==> config.mk <==
export PLATFORM = sky130hd
export DESIGN_NAME = hazard_ctrl
export DESIGN_NICKNAME = d
export VERILOG_FILES = /design/src/rtl/hazard_ctrl_pkg.sv /design/src/rtl/hazard_fwd_unit.sv /design/src/rtl/hazard_ctrl.sv
export SDC_FILE = /design/constraint.sdc
export NUM_CORES = 1
export LEC_CHECK = 0
export CORE_MARGIN = 2
export CORE_UTILIZATION = 48
export CTS_BUF_LIST = sky130_fd_sc_hd__clkbuf_2 sky130_fd_sc_hd__clkbuf_4 sky130_fd_sc_hd__clkbuf_8
export DETAILED_ROUTE_END_ITERATION = 8
export PLACE_DENSITY = 0.88
export SLEW_MARGIN = 20
export SYNTH_ARGS = -nofsm -noshare
export SYNTH_HDL_FRONTEND = slang
export SYNTH_SLANG_ARGS = --single-unit
==> constraint.sdc <==
create_clock -name clk -period 5.74 [get_ports clk]
set_clock_uncertainty 0.15 [all_clocks]
set_input_delay 1.148 -clock clk [delete_from_list [all_inputs] [get_ports clk]]
set_output_delay 1.148 -clock clk [all_outputs]
set_load 0.01 [all_outputs]
==> src/rtl/hazard_ctrl_pkg.sv <==
// Shared pipeline definitions: PC/ALU selects, hazard FSM states, forwarding codes.
// Used by hazard_ctrl and hazard_fwd_unit (build option HAZARD_FORWARD_EN).
package hazard_ctrl_pkg;

    localparam logic [1:0] PC_SEL_SEQ    = 2'd0;
    localparam logic [1:0] PC_SEL_BRANCH = 2'd1;
    localparam logic [1:0] PC_SEL_JUMP   = 2'd2;
    localparam logic [1:0] PC_SEL_JR     = 2'd3;

    localparam logic [2:0] ALU_SEL_ADD = 3'd0;
    localparam logic [2:0] ALU_SEL_SUB = 3'd1;
    localparam logic [2:0] ALU_SEL_AND = 3'd2;
    localparam logic [2:0] ALU_SEL_OR  = 3'd3;
    localparam logic [2:0] ALU_SEL_SLT = 3'd4;

    typedef enum logic [1:0] {
        ST_RUN      = 2'd0,
        ST_STALL    = 2'd1,
        ST_FLUSH    = 2'd2,
        ST_MEM_WAIT = 2'd3
    } hz_state_t;

    localparam logic [1:0] FWD_REG   = 2'd0;
    localparam logic [1:0] FWD_EXMEM = 2'd1;
    localparam logic [1:0] FWD_MEMWB = 2'd2;

    // $0 is hard-wired, so it never produces a hazard or forwarded value.
    function automatic logic src_match(input logic [4:0] src, input logic used,
                                       input logic [4:0] dst, input logic we);
        return used && we && (dst != 5'd0) && (dst == src);
    endfunction

endpackage

==> src/rtl/hazard_fwd_unit.sv <==
// Combinational register-match logic: forwarding selects and stall request.
// HAZARD_FORWARD_EN selects forwarding + load-use stall; otherwise RAW stall only.
module hazard_fwd_unit
    import hazard_ctrl_pkg::*;
(
    input  logic [4:0] id_rs,
    input  logic [4:0] id_rt,
    input  logic       id_use_rs,
    input  logic       id_use_rt,
    input  logic [4:0] ex_rd,
    input  logic [4:0] mem_rd,
    input  logic [4:0] wb_rd,
    input  logic       ex_reg_write,
    input  logic       mem_reg_write,
    input  logic       wb_reg_write,
    input  logic       ex_mem_read,
    output logic [1:0] fwd_a,
    output logic [1:0] fwd_b,
    output logic       stall_hit
);

`ifdef HAZARD_FORWARD_EN
    // The newest producer (EX/MEM) wins over the older one (MEM/WB).
    always_comb begin
        fwd_a = FWD_REG;
        fwd_b = FWD_REG;
        if (src_match(id_rs, 1'b1, mem_rd, mem_reg_write))
            fwd_a = FWD_EXMEM;
        else if (src_match(id_rs, 1'b1, wb_rd, wb_reg_write))
            fwd_a = FWD_MEMWB;
        if (src_match(id_rt, 1'b1, mem_rd, mem_reg_write))
            fwd_b = FWD_EXMEM;
        else if (src_match(id_rt, 1'b1, wb_rd, wb_reg_write))
            fwd_b = FWD_MEMWB;
    end

    assign stall_hit = ex_mem_read &&
                       (src_match(id_rs, id_use_rs, ex_rd, ex_reg_write) ||
                        src_match(id_rt, id_use_rt, ex_rd, ex_reg_write));
`else
    logic unused_in;

    assign fwd_a = FWD_REG;
    assign fwd_b = FWD_REG;

    // Register file is write-first, so a WB producer never needs a stall.
    assign stall_hit = src_match(id_rs, id_use_rs, ex_rd,  ex_reg_write)  ||
                       src_match(id_rt, id_use_rt, ex_rd,  ex_reg_write)  ||
                       src_match(id_rs, id_use_rs, mem_rd, mem_reg_write) ||
                       src_match(id_rt, id_use_rt, mem_rd, mem_reg_write);
    assign unused_in = ^{wb_rd, wb_reg_write, ex_mem_read};
`endif

endmodule

==> src/rtl/hazard_ctrl.sv <==
// Pipeline hazard controller: cycle classification, stage enables/flushes, stall and
// memory-wait counters. Build option HAZARD_FORWARD_EN enables operand forwarding.
module hazard_ctrl
    import hazard_ctrl_pkg::*;
#(
    parameter int MEM_TIMEOUT = 255,
    parameter int CNT_W       = 16
) (
    input  logic             clk,
    input  logic             reset,
    input  logic [4:0]       id_rs,
    input  logic [4:0]       id_rt,
    input  logic             id_use_rs,
    input  logic             id_use_rt,
    input  logic [4:0]       ex_rd,
    input  logic [4:0]       mem_rd,
    input  logic [4:0]       wb_rd,
    input  logic             ex_reg_write,
    input  logic             mem_reg_write,
    input  logic             wb_reg_write,
    input  logic             ex_mem_read,
    input  logic             ex_redirect,
    input  logic             dmem_req,
    input  logic             dmem_ack,
    output logic             pc_en,
    output logic             ifid_en,
    output logic             idex_en,
    output logic             exmem_en,
    output logic             ifid_flush,
    output logic             idex_flush,
    output logic             memwb_flush,
    output logic [1:0]       fwd_a,
    output logic [1:0]       fwd_b,
    output logic [1:0]       state,
    output logic [CNT_W-1:0] stall_cnt,
    output logic             mem_err
);

    localparam int WCNT_W = $clog2(MEM_TIMEOUT + 1);

    hz_state_t         state_reg, state_next, cycle_class;
    logic [WCNT_W-1:0] wait_cnt_reg, wait_cnt_next;
    logic [CNT_W-1:0]  stall_cnt_reg, stall_cnt_next;
    logic [1:0]        fwd_a_raw, fwd_b_raw;
    logic              stall_hit, stall_ok, wait_cond, timeout;

    hazard_fwd_unit u_fwd (
        .id_rs         (id_rs),
        .id_rt         (id_rt),
        .id_use_rs     (id_use_rs),
        .id_use_rt     (id_use_rt),
        .ex_rd         (ex_rd),
        .mem_rd        (mem_rd),
        .wb_rd         (wb_rd),
        .ex_reg_write  (ex_reg_write),
        .mem_reg_write (mem_reg_write),
        .wb_reg_write  (wb_reg_write),
        .ex_mem_read   (ex_mem_read),
        .fwd_a         (fwd_a_raw),
        .fwd_b         (fwd_b_raw),
        .stall_hit     (stall_hit)
    );

`ifdef HAZARD_FORWARD_EN
    // The load has moved on after one bubble, so a load-use stall never repeats.
    assign stall_ok = (state_reg != ST_STALL);
`else
    assign stall_ok = 1'b1;
`endif

    assign wait_cond = dmem_req && !dmem_ack;
    assign timeout   = (wait_cnt_reg == WCNT_W'(MEM_TIMEOUT - 1));

    always_comb begin
        cycle_class   = ST_RUN;
        pc_en         = 1'b1;
        ifid_en       = 1'b1;
        idex_en       = 1'b1;
        exmem_en      = 1'b1;
        ifid_flush    = 1'b0;
        idex_flush    = 1'b0;
        memwb_flush   = 1'b0;
        fwd_a         = fwd_a_raw;
        fwd_b         = fwd_b_raw;
        mem_err       = 1'b0;
        wait_cnt_next = '0;

        if (wait_cond) begin
            cycle_class = ST_MEM_WAIT;
            pc_en       = 1'b0;
            ifid_en     = 1'b0;
            idex_en     = 1'b0;
            exmem_en    = 1'b0;
            memwb_flush = 1'b1;
            if (timeout)
                mem_err = 1'b1;
            else
                wait_cnt_next = wait_cnt_reg + 1'b1;
        end else if (ex_redirect) begin
            cycle_class = ST_FLUSH;
            ifid_flush  = 1'b1;
            idex_flush  = 1'b1;
        end else if (stall_hit && stall_ok) begin
            cycle_class = ST_STALL;
            pc_en       = 1'b0;
            ifid_en     = 1'b0;
            idex_flush  = 1'b1;
        end

        // A timed-out wait gives the pipeline one RUN cycle before re-entering.
        state_next = (wait_cond && timeout) ? ST_RUN : cycle_class;

        stall_cnt_next = stall_cnt_reg;
        if (cycle_class != ST_RUN && stall_cnt_reg != {CNT_W{1'b1}})
            stall_cnt_next = stall_cnt_reg + 1'b1;

        if (!reset) begin
            pc_en       = 1'b1;
            ifid_en     = 1'b1;
            idex_en     = 1'b1;
            exmem_en    = 1'b1;
            ifid_flush  = 1'b0;
            idex_flush  = 1'b0;
            memwb_flush = 1'b0;
            fwd_a       = FWD_REG;
            fwd_b       = FWD_REG;
            mem_err     = 1'b0;
        end
    end

    always_ff @(posedge clk or negedge reset) begin
        if (!reset) begin
            state_reg     <= ST_RUN;
            wait_cnt_reg  <= '0;
            stall_cnt_reg <= '0;
        end else begin
            state_reg     <= state_next;
            wait_cnt_reg  <= wait_cnt_next;
            stall_cnt_reg <= stall_cnt_next;
        end
    end

    assign state     = state_reg;
    assign stall_cnt = stall_cnt_reg;

endmodule

; ---- After elaboration in Yosys (flattened, before gate mapping)
; Index checks and enable logic that the tools add are counted.
[totals]
register_bits = 26
latchBits = 0
ramBits = 0
romBits = 0
inputBits = 36
output_inout_bits = 30
wordCells = 57
n_memories = 0
[classes]
addsub = 2
multipliers = 0
n_div = 0
magnitude_cmp = 0
n_eq_ne = 6
shifts = 0
muxes = 24
bitwise = 0
n_reduce_logical = 22
[ops]
columns = op, n
row1 = == test 5 bit, 4
row2 = two-way mux 1 bit, 19
row3 = adder 16 x 1 -> 16 bit (second input constant), 1
row4 = two-way mux 8 bit, 2
row5 = inequality test 16 bit (second input constant), 1
row6 = logical AND 1 bit, 15
row7 = nonzero test 5 bit, 2
row8 = adder 8 x 1 -> 8 bit (second input constant), 1
row9 = == test 8 bit (second input constant), 1
row10 = two-way mux 2 bit, 3
row11 = logical OR 1 bit, 3
row12 = nonzero test 2 bit, 1
row13 = zero test 1 bit, 1

; ---- Depth between registers and ports, before layout
[logic_depth]
ltp_word = 11
depth_mapped = 8
mapped_depth_nobuf = 7

; ---- Hierarchy
; A second synthesis with hierarchy kept.
[hier_totals]
cells_unflattened = 166
area_unflattened_um2 = 1612.8
[modules_own_cells]
columns = module, instances, cells_each, area_per_inst_um2, seq_area_each_um2
row1 = hazard_ctrl, 1, 128, 1317.5, 650.6
row2 = hazard_fwd_unit, 1, 38, 295.3, 0.0

; ---- Worst setup path before layout
; No wires, ideal clock.
[synth_timing]
kind = in2out
from = input port ex_rd[0]
to = output port pc_en
t_arrival_ns = 2.443
required_time_ns = 4.442
path_slack_ns = 1.999
cell_stages = 6
n_path_buf = 1
cell_sequence = or4_1 > o21a_1 > a22oi_1 > o21ai_0 > nand2_1 > buf_4
[synth_between]
elab_chain_cells = 10
word_cells_on_any_way = 14
cone_classes = eq/ne (2) / mux (4) / reduce/logical (8)
[synth_lines]
columns = element, line
row1 = from (decl), hazard_ctrl.sv:15  ; input logic [4:0] ex_rd,
row2 = nonzero test 5 bit, hazard_ctrl_pkg.sv:30  ; return used && we && (dst != 5'd0) && (dst == src);
row3 = logical AND 1 bit (2 in a row), hazard_ctrl_pkg.sv:30
row4 = logical OR 1 bit *, hazard_fwd_unit.sv:47  ; assign stall_hit = src_match(id_rs, id_use_rs, ex_rd, ex_reg_write) ||
row5 = logical OR 1 bit *, hazard_fwd_unit.sv:48  ; src_match(id_rt, id_use_rt, ex_rd, ex_reg_write) ||
row6 = logical OR 1 bit *, hazard_fwd_unit.sv:49  ; src_match(id_rs, id_use_rs, mem_rd, mem_reg_write) ||
row7 = two-way mux 1 bit * (4 in a row), -
row8 = to (decl), hazard_ctrl.sv:25  ; output logic pc_en,
; Mark *: on every way between the ends. The rest lies on a longest branch, timed or not.

; ---- Worst setup path in the final report
[layout_timing]
from = input port ex_rd[0]
to = output port pc_en
[layout_between]
elab_chain_cells = 10
word_cells_on_any_way = 14
cone_classes = eq/ne (2) / mux (4) / reduce/logical (8)
[layout_lines]
columns = element, line
row1 = nonzero test 5 bit, hazard_ctrl_pkg.sv:30
row2 = logical AND 1 bit (2 in a row), hazard_ctrl_pkg.sv:30
row3 = logical OR 1 bit *, hazard_fwd_unit.sv:47
row4 = logical OR 1 bit *, hazard_fwd_unit.sv:48
row5 = logical OR 1 bit *, hazard_fwd_unit.sv:49
row6 = two-way mux 1 bit *, hazard_ctrl.sv:103  ; end else if (stall_hit && stall_ok) begin
row7 = two-way mux 1 bit *, hazard_ctrl.sv:99  ; end else if (ex_redirect) begin
row8 = two-way mux 1 bit *, hazard_ctrl.sv:88  ; if (wait_cond) begin
row9 = two-way mux 1 bit *, hazard_ctrl.sv:117  ; if (!reset) begin
; Marks and branches as above.

==> results.sh <==
export IMPL_wl_um=3690
export IMPL_rows=20
export IMPL_cts_root_buf="clkbuf_4"
export IMPL_drt_pass1_iter_count=4
export IMPL_yosys_area_top_type="dfrtp_1"
export IMPL_grt_total_usage=0.216
export IMPL_clk_pin_slew_ps=140
export IMPL_grt_max_degree=26
export IMPL_fin_area_sq_um=2180
export IMPL_end_kind="output port"
export IMPL_synth_xor_area_frac=0.209
export IMPL_detail_route_antenna_nets=0
export IMPL_tritoncts="yes"
export IMPL_drc_errors=0
export IMPL_cts_sinks=26
export IMPL_max_slew_margin=0.429
export IMPL_start_util=0.512
export IMPL_critical_path_class="in2out"
export IMPL_arrival_ps=3460
export IMPL_yosys_top_cells_area="dfrtp_1 (41%), xnor2_1 (12%), xor2_1 (8.8%), nand3_1 (3.8%), nand2_1 (3.8%)"
export IMPL_htreeDepth=1
export IMPL_synth_area_per_cell_sq_um=9.52
export IMPL_leakagePower_nw=0.872
export IMPL_synth_compound_area_frac=0.0716
export IMPL_fin_cells=265
export IMPL_max_cap_violations=0
export IMPL_diodes=0
export IMPL_io_pins=66
export IMPL_rr_worst_depth=6
export IMPL_area_growth_pct=37.1
export IMPL_die_x_um=61.6
export IMPL_setup_violations=0
export IMPL_clockBufferDepth=2
export IMPL_dp_final_hpwl_um=2890
export IMPL_grt_ovfl_total=0
export IMPL_postLayoutCoreUtil=0.703
export IMPL_gp_congestion=0.895
export IMPL_netlist_top_cells_count="dfrtp_1 (26), xnor2_1 (22), nand2_1 (16), xor2_1 (16), nor2_1 (14)"
export IMPL_synth_simple_area_share=0.223
export IMPL_ctsHoldBuffers=0
export IMPL_cts_setup_buffers=0
export IMPL_drt_iter0_markers=79
export IMPL_synth_most_common_cell="dfrtp_1"
export IMPL_ys_flop_type="dfrtp_1"
export IMPL_yosysSeqAreaShare=0.409
export IMPL_dp_cells=261
export IMPL_vdd_drop_max_mv=0.258
export IMPL_post_route_period_util=0.829
export IMPL_core_sq_um=3100
export IMPL_tns_ps=0
export IMPL_whs_path_depth=1
export IMPL_status="finished, final reports clean"
export IMPL_cp_max_fo=3
export IMPL_drive_above_1_share=0.0362
export IMPL_viasPerCell=5.25
export IMPL_synthAdderAreaFrac=0.0236
export IMPL_wl_per_cell_um=13.9
export IMPL_p_per_area_nw_per_um2=287
export IMPL_largest_reg_flops=16
export IMPL_ys_seq_elements=26
export IMPL_max_slew_worst_pin_slew_ps=853
export IMPL_dieArea_sq_um=3790
export IMPL_fmax_mhz=210
export IMPL_numCtsBuffers=3
export IMPL_synth_edf_count=0
export IMPL_synth_top_family_by_area="simple AND/OR/NAND/NOR gates"
export IMPL_required_ps=4440
export IMPL_cts_resized_gates=0
export IMPL_insertion_delay_ps=320
export IMPL_port_buffers=54
export IMPL_ys_warn_count=0
export IMPL_dr_total_vias=1392
export IMPL_min_period_ps=4760
export IMPL_timing_final_hold_violations=0
export IMPL_rsz0062_at_grt="no"
export IMPL_dpl_cell_area_sq_um=2140
export IMPL_nets=261
export IMPL_hold_path_class="reg2reg"
export IMPL_timing_final_max_slew_violations=0
export IMPL_antenna_found_initial=0
export IMPL_synthMuxAreaShare=0.0142
export IMPL_synth_area_sq_um=1590
export IMPL_synth_distinct_cells=35
export IMPL_die_height_um=61.6
export IMPL_critPathLaunchType="input port"
export IMPL_grt_pass1_vias=1308
export IMPL_grt_pass1_wl_um=6130
export IMPL_syn_inst=167
export IMPL_yosysTopAreaCellShare=0.409
export IMPL_async_flop_share=1.00
==> report_power, final <==
part           switching (mW)  total, mW  internal [mW]
registers              0.0554      0.284          0.228
logic                   0.104      0.250          0.146
clock network          0.0541     0.0929         0.0388
total                   0.213      0.626          0.413
==> critical path: stages <==
cell,delay (ps)
clkdlybuf4s50_1,490
or4_1,540
o21a_1,220
a22oi_1,270
o21ai_0,130
nand2_1,110
clkdlybuf4s50_1,550
==> metrics by stage <==
stage                     worst slack [ps]  hold WS (ps)  total power, mW
final                                  982           350            0.626
after floorplan                       2000           344            0.393
after global placement                1030           331            0.530
after global routing                   905           375            0.668
after CTS                              966           354            0.630
after detailed placement               974           329            0.538
==> final timing paths <==
kind / slack (ps) / startpoint / endpoint
max in group asynchronous: 4010 / reset / stall_cnt[3]
min: 350 / stall_cnt[10] / stall_cnt[10]
max reg2reg: 3320 / stall_cnt[3] / stall_cnt[1]
min in group asynchronous: 870 / reset / stall_cnt[14]
min reg2reg: 350 / stall_cnt[10] / stall_cnt[10]
max: 980 / ex_rd[0] / pc_en
==> logic make-up (layout without fill, tap and decap cells) <==
kind of cell,Yosys count,count (layout)
AND/OR/NAND/NOR,71,71
adder cells (fa/ha/maj),3,3
multiplexers,2,2
other,1,4
AO/OA/AOI/OAI,14,14
XOR/XNOR,38,38
flip-flops,26,26
buffers and inverters,12,63
==> layout by cell type, fill, tap and decap left out <==
cell type | Yosys | routed
a21boi_1 | 1 | 1
nor4_1 | 3 | 3
or4_1 | 2 | 2
o21bai_1 | 1 | 1
inv_1 | 4 | 4
xnor2_1 | 22 | 22
a22oi_1 | 1 | 1
mux2_2 | 1 | 1
nor2b_1 | 2 | 2
clkdlybuf4s50_1 | 0 | 54
nor2_2 | 1 | 1
buf_4 | 6 | 1
nand2b_1 | 1 | 1
and3_1 | 3 | 3
o21a_1 | 3 | 3
conb_1 | 1 | 4
xor2_1 | 16 | 16
nor2_1 | 14 | 14
mux2_1 | 1 | 1
o31ai_1 | 2 | 2
nor3_1 | 7 | 7
nand3_1 | 12 | 12
nand4_1 | 6 | 6
dfrtp_1 | 26 | 26
clkbuf_4 | 0 | 3
nand2_1 | 16 | 16
o21ai_0 | 2 | 2
o22ai_1 | 2 | 2
ha_1 | 3 | 3
a221oi_4 | 1 | 1
a21oi_1 | 1 | 1
and4_1 | 1 | 1
nor4b_1 | 1 | 1
or3_1 | 1 | 1
nor3b_1 | 1 | 1
clkbuf_8 | 0 | 1
==> layer usage <==
layer,track usage,part of all wire,routed length [um]
met2,0.388,0.51,1870
met1,0.278,0.43,1580
met3,0.0420,0.062,230
met5,0,0,0
met4,0.0274,0.0027,10
==> cell type report <==
cell class / count / area (sq um)
clock buffer: 4 / 36.3
fill: 251 / 922
inverter: 4 / 15.0
multi-input combinational: 132 / 876
sequential: 26 / 651
tap: 44 / 55.1
timing repair buffer: 55 / 548
Note: power is estimated with default switching activity, not from simulation.
